<file path="src/rtl/board_store_analyzer.sv">
// board_store_analyzer: row-addressed board store with column height/hole/roughness analysis; BOARD_LINE_CLEAR_EN enables full-row clearing and lines_cleared
module board_store_analyzer #(
    parameter int COLS = 10,
    parameter int ROWS = 20,
    localparam int HW = $clog2(ROWS + 1),
    localparam int SW = $clog2(ROWS * COLS + 1)
) (
    input  logic            clk,
    input  logic            rst_n,
    input  logic            req_save,
    input  logic            req_analy,
    input  logic [5:0]      row_idx,
    input  logic [COLS-1:0] row_info,
`ifdef BOARD_LINE_CLEAR_EN
    output logic [5:0]      lines_cleared,
`endif
    output logic            ready,
    output logic            resp,
    output logic            err,
    output logic [HW-1:0]   max_height,
    output logic [HW-1:0]   min_height,
    output logic [SW-1:0]   cum_height,
    output logic [HW-1:0]   rel_height,
    output logic [SW-1:0]   roughness,
    output logic [SW-1:0]   hole_count
);
    typedef enum logic [1:0] {IDLE, SCAN, DONE} state_t;
    localparam int CW = $clog2(COLS);
    localparam logic [CW-1:0] LAST = CW'(COLS - 1);
    localparam logic [5:0] ROWS6 = 6'(ROWS);

    state_t state, state_nx;
    logic [COLS-1:0] board [ROWS];
    logic [CW-1:0] col;
    logic [HW-1:0] h_col, n_ones, prev_h, diff, acc_max, acc_min;
    logic [SW-1:0] acc_cum, acc_rough, acc_holes;
    logic save_acc, save_ok, analy_acc, clr;

    assign ready = state == IDLE;
    assign save_acc = ready & req_save;
    assign save_ok = save_acc & (row_idx < ROWS6);
    assign analy_acc = ready & req_analy & ~req_save;

`ifdef BOARD_LINE_CLEAR_EN
    assign clr = save_ok & (&row_info);
    // count cleared lines, saturating at 63
    always_ff @(posedge clk or negedge rst_n)
        if (!rst_n) lines_cleared <= '0;
        else if (clr && lines_cleared != 6'd63) lines_cleared <= lines_cleared + 1'b1;
`else
    assign clr = 1'b0;
`endif

    // board storage: plain row write, or collapse of rows at/above row_idx on a full-row clear
    always_ff @(posedge clk or negedge rst_n)
        if (!rst_n) begin
            for (int r = 0; r < ROWS; r++) board[r] <= '0;
        end else begin
            for (int r = 0; r < ROWS; r++)
                if (clr && 6'(r) >= row_idx) board[r] <= (r == ROWS - 1) ? '0 : board[(r + 1) % ROWS];
                else if (save_ok && !clr && row_idx == 6'(r)) board[r] <= row_info;
        end

    // height of the column under scan; holes are the cells below the top that are not filled
    always_comb begin
        h_col = '0;
        n_ones = '0;
        for (int r = 0; r < ROWS; r++)
            if (board[r][col]) begin
                h_col = HW'(r + 1);
                n_ones = n_ones + 1'b1;
            end
        diff = (col == '0) ? '0 : (h_col > prev_h) ? h_col - prev_h : prev_h - h_col;
    end

    // state register
    always_ff @(posedge clk or negedge rst_n)
        if (!rst_n) state <= IDLE;
        else state <= state_nx;

    // next state: one column per SCAN cycle, then a single DONE cycle
    always_comb begin
        state_nx = state;
        state_nx = (state == IDLE) ? (analy_acc ? SCAN : IDLE) :
                   (state == SCAN) ? ((col == LAST) ? DONE : SCAN) : IDLE;
    end

    // scan accumulators, cleared when an analysis is accepted
    always_ff @(posedge clk or negedge rst_n)
        if (!rst_n) begin
            col <= '0;
            prev_h <= '0;
            acc_max <= '0;
            acc_min <= '0;
            acc_cum <= '0;
            acc_rough <= '0;
            acc_holes <= '0;
        end else if (analy_acc) begin
            col <= '0;
            prev_h <= '0;
            acc_max <= '0;
            acc_min <= HW'(ROWS);
            acc_cum <= '0;
            acc_rough <= '0;
            acc_holes <= '0;
        end else if (state == SCAN) begin
            col <= col + 1'b1;
            prev_h <= h_col;
            acc_max <= (h_col > acc_max) ? h_col : acc_max;
            acc_min <= (h_col < acc_min) ? h_col : acc_min;
            acc_cum <= acc_cum + SW'(h_col);
            acc_rough <= acc_rough + SW'(diff);
            acc_holes <= acc_holes + SW'(h_col - n_ones);
        end

    // results only change as a complete set when leaving DONE
    always_ff @(posedge clk or negedge rst_n)
        if (!rst_n) begin
            max_height <= '0;
            min_height <= '0;
            cum_height <= '0;
            rel_height <= '0;
            roughness <= '0;
            hole_count <= '0;
        end else if (state == DONE) begin
            max_height <= acc_max;
            min_height <= acc_min;
            cum_height <= acc_cum;
            rel_height <= acc_max - acc_min;
            roughness <= acc_rough;
            hole_count <= acc_holes;
        end

    // completion pulse for accepted saves and finished analyses
    always_ff @(posedge clk or negedge rst_n)
        if (!rst_n) begin
            resp <= 1'b0;
            err <= 1'b0;
        end else begin
            resp <= save_acc | (state == DONE);
            err <= save_acc & ~save_ok;
        end
endmodule

</file>
<file path="config.mk">
export PLATFORM = sky130hd
export DESIGN_NAME = board_store_analyzer
export DESIGN_NICKNAME = d
export VERILOG_FILES = /design/src/rtl/board_store_analyzer.sv
export SDC_FILE = /design/constraint.sdc
export NUM_CORES = 1
export LEC_CHECK = 0
export ABC_AREA = 0
export CORE_UTILIZATION = 70
export DETAILED_ROUTE_END_ITERATION = 16
export DONT_BUFFER_PORTS = 1
export PLACE_DENSITY = 0.95
export SKIP_LAST_GASP = 1
export SYNTH_ARGS = -nofsm -noshare
export SYNTH_HDL_FRONTEND = slang
export SYNTH_SLANG_ARGS = --single-unit
</file>
<file path="constraint.sdc">
create_clock -name clk -period 43.9 [get_ports clk]
set_input_delay 13.17 -clock clk [delete_from_list [all_inputs] [get_ports clk]]
set_output_delay 13.17 -clock clk [all_outputs]
set_load 0.03 [all_outputs]
</file>
# After elaboration in Yosys (flattened, before gate mapping)
# Index checks and enable logic that the tools add are counted.
# op_classes
add_sub_neg	27
magnitude_cmp	5
eq_ne	22
mux	101
bitwise_logic	8
n_reduce_logical	28
# op_table
op	n
2-to-1 mux 5 bit	46
adder 5 x 1 -> 5 bit (second input constant)	19
binary-select mux 1 bit (select 4 bit)	20
== test 6 x 4 -> 1 bit (second input constant)	8
2-to-1 mux 8 bit	6
== test 6 x 3 -> 1 bit (second input constant)	4
== test 6 x 5 -> 1 bit (second input constant)	4
2-to-1 mux 1 bit	22
logical AND 1 bit	20
adder 8 x 5 -> 8 bit	2
subtractor 5 bit	3
== test 6 x 2 -> 1 bit (second input constant)	2
> comparator 5 bit	2
2-to-1 mux 2 bit	5
adder 8 bit	1
2-to-1 mux 4 bit	2
== test 6 x 1 -> 1 bit (second input constant)	1
logical NOT 6 bit	1
< comparator 6 x 5 -> 1 bit (second input constant)	1
nonzero test 2 bit	3
subtractor 5 x 5 -> 6 bit	1
AND 1 bit	5
< comparator 4 x 5 -> 1 bit (second input constant)	1
< comparator 5 bit	1
other kinds (9)	11
# word_totals
regBits	286
in_bits	20

# Depth between registers and ports, before layout
# depth
word_depth	45
ltp_mapped	77
depth_no_buf	69

# Least setup slack after synthesis
# Ideal clock, no wire load.
# synth_timing
path_kind	input to register
start	input port req_save
end	register acc_max[1]
setup_ns	0.132
arrival_ns	15.171
setup_slack_ns	28.597
stages	5
n_path_buf	0
cell_sequence	nor4b_1 > nor2_1 > a311oi_1 > mux2i_1 > nor2_1
# synth_between
elab_chain_cells	4
elab_cells_between_ends	6
cone_classes	mux: 1; bitwise: 2; reduce/logical: 3
# synth_rtl
item	line_no	rtl
from (decl)	10	input logic req_save,
NOT 1 bit *	42	assign analy_acc = ready & req_analy & ~req_save;
AND 1 bit *	42	
nonzero test 2 bit (no line)	--	
AND reduction 2 bit (no line)	--	
to (signal assigned)	109	acc_max <= (h_col > acc_max) ? h_col : acc_max;
to (decl)	35	logic [HW-1:0] h_col, n_ones, prev_h, diff, acc_max, acc_min;
# Every way passes the cells marked *; elsewhere a longest branch is shown, timed or not.
# A chain may end at the register's enable or synchronous reset.

# Final worst setup path
# layout_timing
start	register col[0]
end	register acc_holes[7]
# layout_between
elab_chain_cells	45
elab_cells_between_ends	102
cone_classes	add/sub: 21; mux: 81
# layout_rtl
item	line_no	rtl
from (decl)	34	logic [CW-1:0] col;
from (signal assigned)	107	col <= col + 1'b1;
binary-select mux 1 bit (select 4 bit)	69	if (board[r][col]) begin
2-to-1 mux 1 bit (implied by the code)	69	
2-to-1 mux 1 bit	69	
adder 5 x 1 -> 5 bit	71	n_ones = n_ones + 1'b1;
2-to-1 mux 5 bit	69	
adder 5 x 1 -> 5 bit	71	
2-to-1 mux 5 bit	69	
adder 5 x 1 -> 5 bit	71	
(+29 left out)	--	
adder 5 x 1 -> 5 bit	71	
2-to-1 mux 5 bit	69	
adder 5 x 1 -> 5 bit	71	
2-to-1 mux 5 bit	69	
subtractor 5 x 5 -> 6 bit *	113	acc_holes <= acc_holes + SW'(h_col - n_ones);
adder 8 bit *	113	
2-to-1 mux 8 bit *	106	end else if (state == SCAN) begin
2-to-1 mux 8 bit *	98	end else if (analy_acc) begin
to (signal assigned)	113	
to (decl)	36	logic [SW-1:0] acc_cum, acc_rough, acc_holes;
# Every way passes the cells marked *; elsewhere a longest branch is shown, timed or not. The select of a mux whose other input is x is not followed.

==> flow_summary.toml <==
[sta]
timing.fmax_mhz = 62.46
setup-violations-final = 0
final.setup.worst_slack_ns = 27.89
hold_viol = 0
post-route-min-period_ns = 16.01
rsz0062_at_grt = "no"
finalClockSkew_ns = 0.02099
slew_headroom_pct = 15.71
worst_slew_pin_slew_ns = 1.255
drv_slew = 0
fin_crit_sh_pct = 36.47
fin_tns_setup_ns = 0

[die]
io_pins = 62
dieArea_um2 = 24610
num_rows = 56
die_height_um = 156.9
die_w_um = 156.9
fp.coreArea_um2 = 23470
start_util_pct = 71.55

[place]
io_buffers = 0
routabilityCongestion = 0.8757
dp_worst_setup_slack_ns = 28.12
place_area_um2 = 17020
hpwl_mm = 26.33

[setup_path]
rrSetupSlack_ns = 27.89
crit_start = "col[0]"
slowest_delay_ns = 0.72
start_kind = "register"
cp.arrival_ns = 16.44
worstSetupEndpointType = "register"
path_common_cell = "ha_1"
required_ns = 44.33
crit_fanout = 25
worst_path_max_delay_cell = "dfrtp_4"
reg2reg_depth = 67
r2r-end = "acc_holes[7]"
reg2reg_from = "col[0]"
crit_type = "reg2reg"

[logic_synthesis]
synth_cell_types = 82
synthArstFlopShare_pct = 100.0
synth_nets = 1580
syn_inst = 1485
synth-edff-count = 0
ys_warn_count = 0
synth_area_per_cell_um2 = 11.31
syn-cell-area_um2 = 16790
yosys_most_used_dff = "dfrtp_1"
synth.ff_latch_count = 286
seq_area_frac_synth_pct = 42.62

[clock_network]
cts_hold_buf = 0
cts_sinks = 286
numCtsBuffers = 29
htreeDepth = 1
post-cts-setup-buffers = 0
cts_resized = 0
cts_tree = "done"
clk_pin_slew_ns = 0.06
insertion_delay_ns = 0.57
clk_path_buf_depth = 3
cts-root-buf = "clkbuf_16"

[route]
dr.pass1.iters = 7
ant_nets = 0
first_iter_violations = 1216
route.vias.total = 11980
drc_errors = 0
viasPerCell = 6.659
wl_mm = 40.92
wl_per_cell_um = 22.75

[global_routing]
grt_pass1_vias = 12510
grt_overflow = 0
grt_pass1_wl_mm = 65.58
antenna_found_initial = 0
grt_max_degree = 287
grt_use_total_pct = 34.47

[cells_and_area]
syn_to_final_growth_pct = 7.018
layout-drive-gt1-share_pct = 23.80
finalNetCount = 1553
final_common_cell = "dfrtp_1"
mostFrequentLayoutCells = "285 x dfrtp_1, 233 x mux2_2, 96 x nor2_1"
fin_util_pct = 76.57
num-fill-cells = 1377
fin_area_um2 = 17970

[job]
cap_viol_max_count = 0

[worst_hold_path]
hold_path_depth = 1
worstHoldPathType = "reg2reg"
whs_endpoint = "board[63]"
worstHoldStart = "board[63]"

[status]
outcome = "finished clean"
==> synthesized netlist by cell type (15+ instances only) <==
| cell | number | area [um^2] |
|---|---|---|
| dfrtp_1 | 286 | 7157 |
| mux2_2 | 233 | 2624 |
| nor2_1 | 96 | 360.4 |
| nand2_1 | 92 | 345.3 |
| mux2i_1 | 70 | 700.7 |
| ha_1 | 68 | 850.8 |
| o21ai_0 | 65 | 325.3 |
| clkbuf_1 | 58 | 217.7 |
| inv_1 | 56 | 210.2 |
| a21oi_1 | 48 | 240.2 |
| xnor2_1 | 47 | 411.6 |
| xor2_1 | 39 | 341.6 |
| mux4_2 | 24 | 540.5 |
| nand3_1 | 23 | 115.1 |
| nand2b_1 | 17 | 106.4 |
| nor2b_1 | 17 | 106.4 |
| a21o_1 | 16 | 120.1 |
| o22ai_1 | 16 | 100.1 |
| nor3_1 | 15 | 75.07 |
==> per-stage QoR <==
step / hold WS (ns) / instances
floorplan: 0.4466 / 1485
global placement: 0.4680 / 1746
detailed placement: 0.4908 / 1746
CTS: 0.5044 / 1798
global route: 0.5175 / 1798
finish: 0.5033 / 1799
==> worst max-delay path by stage <==
stage | endpoint | slack [ns] | depth (start not counted)
6_report | acc_holes[7] | 27.89 | 67
3_5_place_dp | board[80] | 28.12 | 5
5_1_grt | acc_holes[7] | 27.14 | 67
4_1_cts | acc_holes[7] | 28.18 | 67
3_3_place_gp | board[88] | 28.36 | 5
2_1_floorplan | acc_max[1] | 28.60 | 5
==> worst max-delay path, delay by kind of cell (launching register included) <==
family / cells / cell delay [ns]
flops: 1 / 0.72
xor+xnor: 7 / 1.14
mux: 8 / 2.06
buf+inv: 4 / 0.76
compound gates: 26 / 5.26
simple gates: 10 / 1.75
fa+ha+maj: 12 / 4.14
==> sequential cells by signal, indices dropped and copies added, names as in the netlist, 5 cells and up <==
register / flops
board: 200
acc_cum: 8
acc_holes: 8
acc_rough: 8
cum_height: 8
hole_count: 8
roughness: 8
acc_max: 5
acc_min: 5
max_height: 5
min_height: 5
prev_h: 5
rel_height: 5
==> routing by layer <==
| layer | track usage (%) | wire, um |
|---|---|---|
| met1 | 41.61 | 15490 |
| met2 | 60.11 | 20540 |
| met3 | 6.470 | 3066 |
| met4 | 15.36 | 1823 |
| met5 | 0 | 0 |
==> cell type report <==
cell class,count,area (um^2),area share [%]
multi-input combinational,1066,9111,50.70
sequential,286,7161,39.84
clock buffer,40,817.0,4.546
tap,319,399.1,2.221
inverter,57,214.0,1.190
timing repair buffer,18,135.1,0.7519
clock inverter,12,132.6,0.7380
antenna,1,2.502,0.01392
==> cell families (layout without fill, tap and decap cells) <==
| logic type | Yosys count | after routing | share of synthesized area (%) |
|---|---|---|---|
| multiplexers | 327 | 327 | 23.01 |
| AND/OR/NAND/NOR | 323 | 323 | 9.254 |
| flip-flops | 286 | 286 | 42.62 |
| AO/OA/AOI/OAI | 240 | 240 | 9.604 |
| buffers and inverters | 133 | 127 | 3.211 |
| XOR/XNOR | 101 | 101 | 6.400 |
| adder cells (fa/ha/maj) | 75 | 75 | 5.901 |
| other | 0 | 1 | 0 |
Power is not shown: default switching activity piles up to over one toggle a cycle in this logic, so the estimate is an artifact.
